$ cat src/rtl/stroke_endpoint_extractor.sv
// stroke_endpoint_extractor: track leftmost/rightmost stroke pixels per frame and emit them as a line segment
module stroke_endpoint_extractor #(
    parameter int H_ACTIVE   = 1024,
    parameter int V_ACTIVE   = 768,
    parameter int MIN_PIXELS = 16
) (
    input  logic        clk_in,
    input  logic        rst_in,
    input  logic        is_valid_in,
    input  logic [10:0] hcount_in,
    input  logic [9:0]  vcount_in,
    input  logic        mask_in,
    input  logic        coord_ready_in,
    output logic [83:0] line_coord,
    output logic        line_valid_out,
    output logic [19:0] pixel_count_out,
    output logic        frame_done_out,
    output logic        overrun_out
);
    typedef enum logic {WAIT_SOF, SCAN} state_t;
    state_t state, state_next;
    logic active, sof, proc, hit, last, eof_q, load;
    logic [10:0] min_x, max_x, min_x_base, max_x_base;
    logic [9:0] min_y, max_y, min_y_base, max_y_base;
    logic [19:0] cnt, cnt_base;

    // pixel qualification, frame-end detection and scan FSM next state
    always_comb begin
        active     = is_valid_in && hcount_in < 11'(H_ACTIVE) && vcount_in < 10'(V_ACTIVE);
        sof        = active && hcount_in == '0 && vcount_in == '0;
        proc       = active && (state == SCAN || sof);
        hit        = proc && mask_in;
        last       = proc && hcount_in == 11'(H_ACTIVE - 1) && vcount_in == 10'(V_ACTIVE - 1);
        state_next = proc ? SCAN : state;
        load       = eof_q && cnt >= 20'(MIN_PIXELS);
    end

    // trackers restart from empty in the cycle their finished frame is reported
    always_comb begin
        cnt_base   = eof_q ? '0 : cnt;
        min_x_base = eof_q ? '0 : min_x;
        min_y_base = eof_q ? '0 : min_y;
        max_x_base = eof_q ? '0 : max_x;
        max_y_base = eof_q ? '0 : max_y;
    end

    // scan FSM state register
    always_ff @(posedge clk_in or negedge rst_in) begin
        if (!rst_in) state <= WAIT_SOF;
        else         state <= state_next;
    end

    // strict compares keep the earliest raster pixel on equal x
    always_ff @(posedge clk_in or negedge rst_in) begin
        if (!rst_in) begin
            eof_q <= 1'b0;
            cnt   <= '0;
            min_x <= '0;
            min_y <= '0;
            max_x <= '0;
            max_y <= '0;
        end else begin
            eof_q <= last;
            cnt   <= hit && !(&cnt_base) ? cnt_base + 20'd1 : cnt_base;
            {min_x, min_y} <= hit && (cnt_base == '0 || hcount_in < min_x_base) ?
                              {hcount_in, vcount_in} : {min_x_base, min_y_base};
            {max_x, max_y} <= hit && (cnt_base == '0 || hcount_in > max_x_base) ?
                              {hcount_in, vcount_in} : {max_x_base, max_y_base};
        end
    end

    // frame report and single-entry output register with overwrite on overrun
    always_ff @(posedge clk_in or negedge rst_in) begin
        if (!rst_in) begin
            line_coord      <= '0;
            line_valid_out  <= 1'b0;
            pixel_count_out <= '0;
            frame_done_out  <= 1'b0;
            overrun_out     <= 1'b0;
        end else begin
            frame_done_out  <= eof_q;
            pixel_count_out <= eof_q ? cnt : pixel_count_out;
            overrun_out     <= load && line_valid_out && !coord_ready_in;
            line_valid_out  <= load || (line_valid_out && !coord_ready_in);
            line_coord      <= load ? {min_x, min_y, max_x, max_y, 42'b0} : line_coord;
        end
    end
endmodule

$ cat config.mk
export PLATFORM = sky130hd
export DESIGN_NAME = stroke_endpoint_extractor
export DESIGN_NICKNAME = d
export VERILOG_FILES = /design/src/rtl/stroke_endpoint_extractor.sv
export SDC_FILE = /design/constraint.sdc
export NUM_CORES = 1
export LEC_CHECK = 0
export ABC_AREA = 1
export CORE_ASPECT_RATIO = 0.6
export CORE_MARGIN = 3
export CORE_UTILIZATION = 30
export DETAILED_ROUTE_END_ITERATION = 8
export GPL_TIMING_DRIVEN = 0
export PLACE_DENSITY = 0.52
export SETUP_SLACK_MARGIN = 0.5
export SKIP_LAST_GASP = 1
export SLEW_MARGIN = 10
export SYNTH_ARGS = -nofsm -noshare
export SYNTH_HDL_FRONTEND = slang
export SYNTH_SLANG_ARGS = --single-unit
$ cat constraint.sdc
create_clock -name clk_in -period 2.95 [get_ports clk_in]
set_input_delay 0.59 -clock clk_in [delete_from_list [all_inputs] [get_ports clk_in]]
set_output_delay 0.59 -clock clk_in [all_outputs]
set_load 0.005 [all_outputs]
# Word-level counts from Yosys, hierarchy flattened

Cells that the tools add are included.

Reduce and logical (&&, ||, !) cells: 27
Magnitude comparators: 5
Equal/unequal tests: 2
Mux-type cells: 7
Add/subtract/negate cells: 1

Operator list:

| operator              | number |
|---|---|
| $mux 21               | 2 |
| $mux 20               | 2 |
| $mux 11               | 2 |
| $add 20x1->20 const B | 1 |
| $ge 20x5->1 const B   | 1 |
| $logic_not 20->1      | 1 |
| $reduce_and 20->1     | 1 |
| $logic_and 1x1->1     | 15 |
| $eq 11x10->1 const B  | 1 |
| $gt 11x11->1          | 1 |
| $logic_not 11->1      | 1 |
| $lt 11x11->1          | 1 |
| $lt 11x11->1 const B  | 1 |
| $eq 10x10->1 const B  | 1 |
| $logic_not 10->1      | 1 |
| $lt 10x10->1 const B  | 1 |
| $mux 10               | 1 |
| $logic_or 1x1->1      | 4 |
| $reduce_bool 2->1     | 2 |
| $logic_not 1->1       | 2 |

Bits of input ports: 26
Bits in registers: 129
Logic and storage cells: 54

# Logic depth before layout (Yosys ltp)

Gate-level depths: netlist (run 1).

Word-level depth: 10
Depth in mapped cells: 19
Mapped depth without buffers: 14

# Worst setup path after synthesis (run 1)

Ideal clock, no wire load.

Path kind: reg2reg
Start: register eof_q
End: register max_y[3]
Data arrival time: 2,436 ps
Setup time: 118 ps
Path buffers: 5
Required time: 2,832 ps
Setup slack: 396 ps
Cell stages (with the launch flop): 20
Path through: dfrtp_1 > buf_6 > inv_6 > buf_8 > clkbuf_1 > clkbuf_1 > nand2_1 > ha_1 > nand2_1 > inv_1 > nand2_1 > nor2_1 > nand2_1 > nand3_1 > nand2_1 > nand2_1 > nand2_1 > buf_4 > nand3_1 > nand2_1

Cells in the longest elaborated chain, start to end: 5
Elaborated cells on any way between the ends: 8

RTL lines:

| item                                             | RTL line | text |
|---|---|---|
| start: declaration                               | 22       | `logic active, sof, proc, hit, last, eof_q, load;` |
| start signal: assignment                         | 63       | `eof_q <= last;` |
| $mux 11 or $mux 20 (tied branches)               | 43, 40   |  |
| $gt 11x11->1 or $logic_not 20->1 (tied branches) | 67       | `{max_x, max_y} <= hit && (cnt_base == '0 \|\| hcount_in > max_x_base) ?` |
| $logic_or 1x1->1                                 | 67       |  |
| $logic_and 1x1->1                                | 67       |  |
| $mux 21 or $reduce_bool 2->1 (tied branches)     | --       |  |
| end signal: assignment                           | 67       |  |
| end: declaration                                 | 24       | `logic [9:0] min_y, max_y, min_y_base, max_y_base;` |

Several ways; a longest one is shown, not always the timed one.
A chain may end at the register's enable or synchronous reset.

# Worst setup path after layout (run 1)

Start: register eof_q
End: register min_x[2]

Cells in the longest elaborated chain, start to end: 5
Elaborated cells on any way between the ends: 7

RTL lines:

| item                                             | RTL line | text |
|---|---|---|
| $mux 11 or $mux 20 (tied branches)               | 41, 40   |  |
| $lt 11x11->1 or $logic_not 20->1 (tied branches) | 65       | `{min_x, min_y} <= hit && (cnt_base == '0 \|\| hcount_in < min_x_base) ?` |
| $logic_or 1x1->1                                 | 65       |  |
| $logic_and 1x1->1                                | 65       |  |
| $mux 21 (*)                                      | 65       |  |
| end signal: assignment                           | 65       |  |
| end: declaration                                 | 23       | `logic [10:0] min_x, max_x, min_x_base, max_x_base;` |

Mark *: on every way between the ends. The rest lies on a longest branch, timed or not.

==> flow_metrics.tcl, run 1 <==
set metrics [dict create \
    status "complete, no violations" \
    crit_type "reg2reg" \
    die_w_um 201 \
    rsz0062_at_grt "yes" \
    cp.depth 16 \
    finalCriticalPeriod_ns 2.46 \
    busiest_layer "met1" \
    crit_chain "buf_6 > inv_8 > buf_12 > clkbuf_16 > clkbuf_16 > nand2_2 > ha_4 > nand2_2 > nor2_4 > and2_4 > nand2_4 > nand3_4 > a21oi_4 > buf_6 > nand2_2 > nand2_1" \
    endpoint_kind "flop" \
    clk_latency_ns 0.43 \
    ys_seq_elements 129 \
    post-route-util 0.444 \
    dr_total_vias 6207 \
    synth_cells 871 \
    nFillCells 2231 \
    track_usage 0.182 \
    crit_arrival_ns 2.82 \
    diodes 0 \
    root_buffer "clkbuf_16" \
    io-pin-count 133 \
    antenna_found_initial 0 \
    globalRouteMet1Util 0.293 \
    grt_pass1_vias 5725 \
    chipHeight_um 123 \
    reg2reg_depth 16 \
    final_cell_mix "nand2_1 (305), dfrtp_1 (129), clkdlybuf4s50_1 (80), nand3_1 (78), buf_4 (62)" \
    critPathRequiredTime_ns 3.31 \
    clock_path_buffers 2 \
    drive_above_1_share 0.229 \
    io_buffers 90 \
    maxCapViolCount 0 \
    slew_headroom 0.451 \
    initial_core_util 0.307 \
    fin_tns_setup_ns 0 \
    fmax_mhz 406 \
    maxSlewViolCount 0 \
    route.detailed.drc 0 \
    final_hold_viol_count 0 \
    ir_drop_uv 439 \
    finalWirelength_um 22200 \
    num_rows 42 \
    grt_use_met3 0.0435 \
    critPathSlowestCell "dfrtp_1" \
    use_met2 0.235 \
    grt_pass1_wl_um 34100 \
    syn2layout_area_growth_pct 44.4 \
    synth-seq-area-share 0.473 \
    synthesis.area_sq_um 6820 \
    yosys_warnings 0 \
    core_area_sq_um 22200 \
    final_common_cell "nand2_1" \
    fin_nets 1096 \
    clk_pin_slew_ns 0.06 \
    ant_nets 0 \
    tritoncts "yes" \
    cp_max_fo 7 \
    fp.dieArea_sq_um 24600 \
    period_share 0.834 \
    htree_levels 4 \
    crit_path_start_kind "flop" \
    grt_overflow 0 \
    vias_per_cell 4.54 \
    wl_per_cell_um 16.2 \
    multi_input_area_sq_um 3590 \
    cp_num_buf_inv 6 \
    grt_max_degree 69 \
    crit_path_frequent_cell "nand2_2" \
    hold_path.class "in2async" \
    skew_ns 0.00830 \
    avgSynthCellArea_sq_um 7.83 \
    dp_hpwl_um 15600 \
    cts_buffers 17 \
    cp_top_family "buffers and inverters" \
    dr.pass1.iters 5 \
    holdBufCountCts 0 \
    powerDensity_nw_per_um2 599 \
    clock_sinks 129 \
    regArea_sq_um 3230 \
    synth_cell_types 34 \
    drt-initial-drc-count 464 \
    setup_viol 0 \
    gp_congestion 0.926 \
    worst_path_largest_cell_delay_ns 0.41 \
    worst_pin_slew_ns 0.823 \
    power_leakage_nw 4.99 \
]
## registers in the layout (all words and copies together), names as in the netlist
register	count
eof_q	1
cnt	20
line_coord	42
max_y	10
min_x	11
line_valid_out	1
min_y	10
max_x	11
frame_done_out	1
pixel_count_out	20
overrun_out	1
state	1
## per-stage QoR
step	area, sq um	setup WS [ns]	std cells	total power [mW]	hold slack [ns]
2_1_floorplan	6980	0.572	912	2.91	0.294
3_3_place_gp	8260	-4.22	1310	3.21	0.439
3_5_place_dp	8290	-0.0946	1311	3.23	0.441
4_1_cts	9370	0.501	1361	5.64	0.163
5_1_grt	9850	0.369	1368	6.24	0.179
6_report	9850	0.489	1368	5.90	0.136
## repair_timing
item	CTS	global route
setup endpoints to repair	62	63
gates resized for setup	77	97
cloned	7	0
pin swaps	26	60
setup buffers	11	7
## worst paths after layout
kind                                start             end  slack (ns)
setup / recovery                    eof_q        min_x[2]        0.49
hold / removal                     rst_in  line_coord[78]        0.14
hold reg to reg            line_coord[80]  line_coord[80]        0.47
max in group asynchronous          rst_in        max_y[6]        2.04
min in group clk_in        line_coord[80]  line_coord[80]        0.47
setup reg to reg                    eof_q        min_x[2]        0.49
## worst register-to-register path, stage by stage, from the launching register on
cell       delay [ns]
dfrtp_1          0.41
buf_6            0.15
inv_8            0.05
buf_12           0.09
clkbuf_16        0.15
clkbuf_16        0.16
nand2_2          0.07
ha_4             0.24
nand2_2          0.09
nor2_4           0.04
and2_4           0.14
nand2_4          0.06
nand3_4          0.10
a21oi_4          0.32
buf_6            0.19
nand2_2          0.05
nand2_1          0.08
## area by class of cell
type | count | share of cell area
Tap cell | 308 | 0.0391
Inverter | 47 | 0.0187
Sequential cell | 129 | 0.328
Multi-Input combinational cell | 657 | 0.365
Timing Repair Buffer | 116 | 0.120
Clock inverter | 9 | 0.0130
Buffer | 79 | 0.0662
Clock buffer | 23 | 0.0506
## power breakdown
part	switching, mW	total (mW)	internal (mW)
Clock	0.807	2.24	1.44
Combinational	0.758	1.38	0.627
Sequential	0.231	2.27	2.04
Total	1.80	5.90	4.10
## synth_stat cells
library cell	instances	area [sq um]
nand2_4	1	11.3
nor3_1	2	10.0
nor3_2	2	20.0
a21oi_1	8	40.0
clkbuf_1	14	52.6
o21ai_1	1	5.00
a21o_1	1	7.51
nor2_1	54	203
and2_1	1	6.26
buf_8	1	15.0
dfrtp_1	129	3230
o21a_1	1	7.51
buf_1	5	18.8
nor2_2	4	25.0
o21ai_0	17	85.1
nand2_2	7	43.8
buf_2	7	35.0
buf_4	50	375
xnor2_1	4	35.0
ha_1	23	288
nand2_1	356	1340
conb_1	1	3.75
inv_6	1	8.76
a21oi_2	2	17.5
nand3_1	96	480
buf_6	2	22.5
inv_2	4	15.0
nand4_1	13	81.3
nor4_1	5	31.3
nand3_2	1	10.0
inv_1	42	158
nand3b_1	3	22.5
nor2_4	2	22.5
xor2_1	11	96.3
## routing by layer
metal | share of wire | wire [um]
met3 | 0.065 | 1440
met1 | 0.53 | 11900
met4 | 0.0090 | 199
met5 | 0 | 0
met2 | 0.39 | 8700
## logic make-up (layout without fill, tap and decap cells)
logic type / after synthesis / after routing / share of synthesized area
DFF: 129 / 129 / 0.473
buffers and inverters: 126 / 274 / 0.103
other: 1 / 42 / 0.000550
adders and majority gates: 23 / 23 / 0.0422
AOI/OAI and AO/OA: 30 / 30 / 0.0239
xor gates and xnor gates: 15 / 15 / 0.0193
and+or+nand+nor: 547 / 547 / 0.338
No activity file was read; power rests on OpenSTA's default activity.
==> run 2, diff against run 1 <==
Clock period 2.95 ns to 2.5 ns, I/O delays scaled along.
==> flow_metrics.tcl, run 2 (synthesized netlist as in run 1, its figures left out) <==
set metrics [dict create \
    grt_pass1_vias 5665 \
    gp_congestion 0.972 \
    r2r_slack_ns 0.12 \
    cp_max_fo 8 \
    place_ws_ns -0.445 \
    setup_viol 0 \
    wl_per_cell_um 16.2 \
    stdcell_area_sq_um 9840 \
    grt_overflow 0 \
    largest_register_ff_count 42 \
    crit_arrival_ns 2.74 \
    fp.dieArea_sq_um 24600 \
    drt-initial-drc-count 528 \
    clk_latency_ns 0.42 \
    fin_tns_setup_ns 0 \
    dp_hpwl_um 16000 \
    chipHeight_um 123 \
    drive_above_1_share 0.224 \
    fin_nets 1102 \
    critPathSlowestCell "dfrtp_1" \
    clock_path_buffers 2 \
    maxCapViolCount 0 \
    crit_chain "buf_6 > inv_8 > buf_12 > clkbuf_16 > clkbuf_16 > nand2_4 > ha_4 > nand2_1 > inv_2 > nand2_1 > nor2_2 > nand4_1 > nand2_4 > nand2_4 > nand2_8 > buf_6 > nand3_2 > nand2_2" \
    grt_max_degree 79 \
    post-route-util 0.444 \
    placed_area_sq_um 8600 \
    slew_headroom 0.464 \
    grt_pass1_wl_um 33900 \
    crit_path_start_kind "flop" \
    endpoint_kind "flop" \
    powerDensity_nw_per_um2 683 \
    htree_levels 4 \
    finalCriticalPeriod_ns 2.38 \
    worst_path_largest_cell_delay_ns 0.40 \
    skew_ns 0.00594 \
    die_w_um 201 \
    power.total_mw 6.72 \
    startpoint "eof_q" \
    diodes 0 \
    worst_pin_slew_ns 0.804 \
    core_area_sq_um 22200 \
    power_leakage_nw 4.91 \
    period_share 0.951 \
    track_usage 0.180 \
    cp_num_buf_inv 7 \
    finalWirelength_um 22300 \
    largestRegisters "line_coord (42), cnt (20), pixel_count_out (20)" \
    final_hold_viol_count 0 \
    status "complete, no violations" \
    cp_top_family "simple AND/OR/NAND/NOR gates" \
    hold_slack_ns 0.108 \
    hold_path.class "in2async" \
    io_buffers 90 \
    crit_path_frequent_cell "nand2_4" \
    vias_per_cell 4.50 \
    holdBufCountCts 0 \
    final_common_cell "nand2_1" \
    placed_cells 1311 \
    cts_buffers 17 \
    route.detailed.drc 0 \
    critPathRequiredTime_ns 2.86 \
    ir_drop_uv 399 \
    clk_pin_slew_ns 0.06 \
    nFillCells 2244 \
    ant_nets 0 \
    tritoncts "yes" \
    rsz0062_at_grt "yes" \
    clock_sinks 129 \
    antenna_found_initial 0 \
    dr_total_vias 6185 \
    r2r-start "eof_q" \
    syn2layout_area_growth_pct 44.4 \
    fmax_mhz 421 \
    crit_type "reg2reg" \
    fin_ws_ns 0.122 \
    top_register "line_coord" \
    num_rows 42 \
    final_cell_mix "nand2_1 (328), dfrtp_1 (129), clkdlybuf4s50_1 (80), nand3_1 (74), buf_4 (68)" \
    dr.pass1.iters 5 \
    initial_core_util 0.307 \
    io-pin-count 133 \
    final-instance-count-excl-fill 1374 \
    maxSlewViolCount 0 \
    root_buffer "clkbuf_16" \
]
## run 2: changes by cell type in the layout (fill, tap and decap cells not counted), sizes merged
cell          previous run  this run
dlygate4sd2              0         7
dlymetal6s2s             9         2
buf                     92        96
clkinv                   3         7
clkbuf                  37        34
inv                     47        50
bufinv                   3         1
## run 2: power breakdown
group | total (mW) | internal (mW) | leakage [nW] | switching, mW
registers | 2.68 | 2.41 | 1.73 | 0.275
clock network | 2.41 | 1.40 | 0.273 | 1.00
logic | 1.63 | 0.778 | 2.90 | 0.855
total | 6.72 | 4.59 | 4.91 | 2.13
## run 2: worst paths after layout
check | depth (start not counted) | to
min in group clk_in | 2 | line_coord[55]
setup / recovery | 18 | max_x[6]
hold / removal | 1 | overrun_out
hold reg to reg | 2 | line_coord[55]
setup reg to reg | 18 | max_x[6]
max in group asynchronous | 2 | min_y[6]
## run 2: layout make-up
class,count,area [sq um],share of cell area
Clock inverter,14,133,0.0135
Inverter,47,186,0.0189
Timing Repair Buffer,122,1200,0.122
Clock buffer,18,439,0.0446
Multi-Input combinational cell,657,3610,0.367
Tap cell,308,385,0.0391
Buffer,79,659,0.0670
Sequential cell,129,3230,0.328
## run 2: timing repair
item	4_1_cts	5_1_grt
cloned	4	3
setup endpoints to repair	102	68
gates resized for setup	54	56
pin swaps	29	27
setup buffers	15	9
## run 2: worst reg2reg max path: stages (launching register included)
cell and delay (ns):
dfrtp_1 0.40, buf_6 0.15, inv_8 0.05, buf_12 0.09
clkbuf_16 0.15, clkbuf_16 0.16, nand2_4 0.05, ha_4 0.26
nand2_1 0.06, inv_2 0.05, nand2_1 0.05, nor2_2 0.13
nand4_1 0.15, nand2_4 0.12, nand2_4 0.07, nand2_8 0.09
buf_6 0.13, nand3_2 0.06, nand2_2 0.09
## run 2: per-layer routing
metal / vias to the layer above / share of wire / GRT usage
met3: 9 / 0.070 / 0.0371
met4: 0 / 0.0052 / 0.0434
li1: 3063 / - / -
met5: - / 0 / 0
met2: 180 / 0.38 / 0.224
met1: 2933 / 0.54 / 0.303
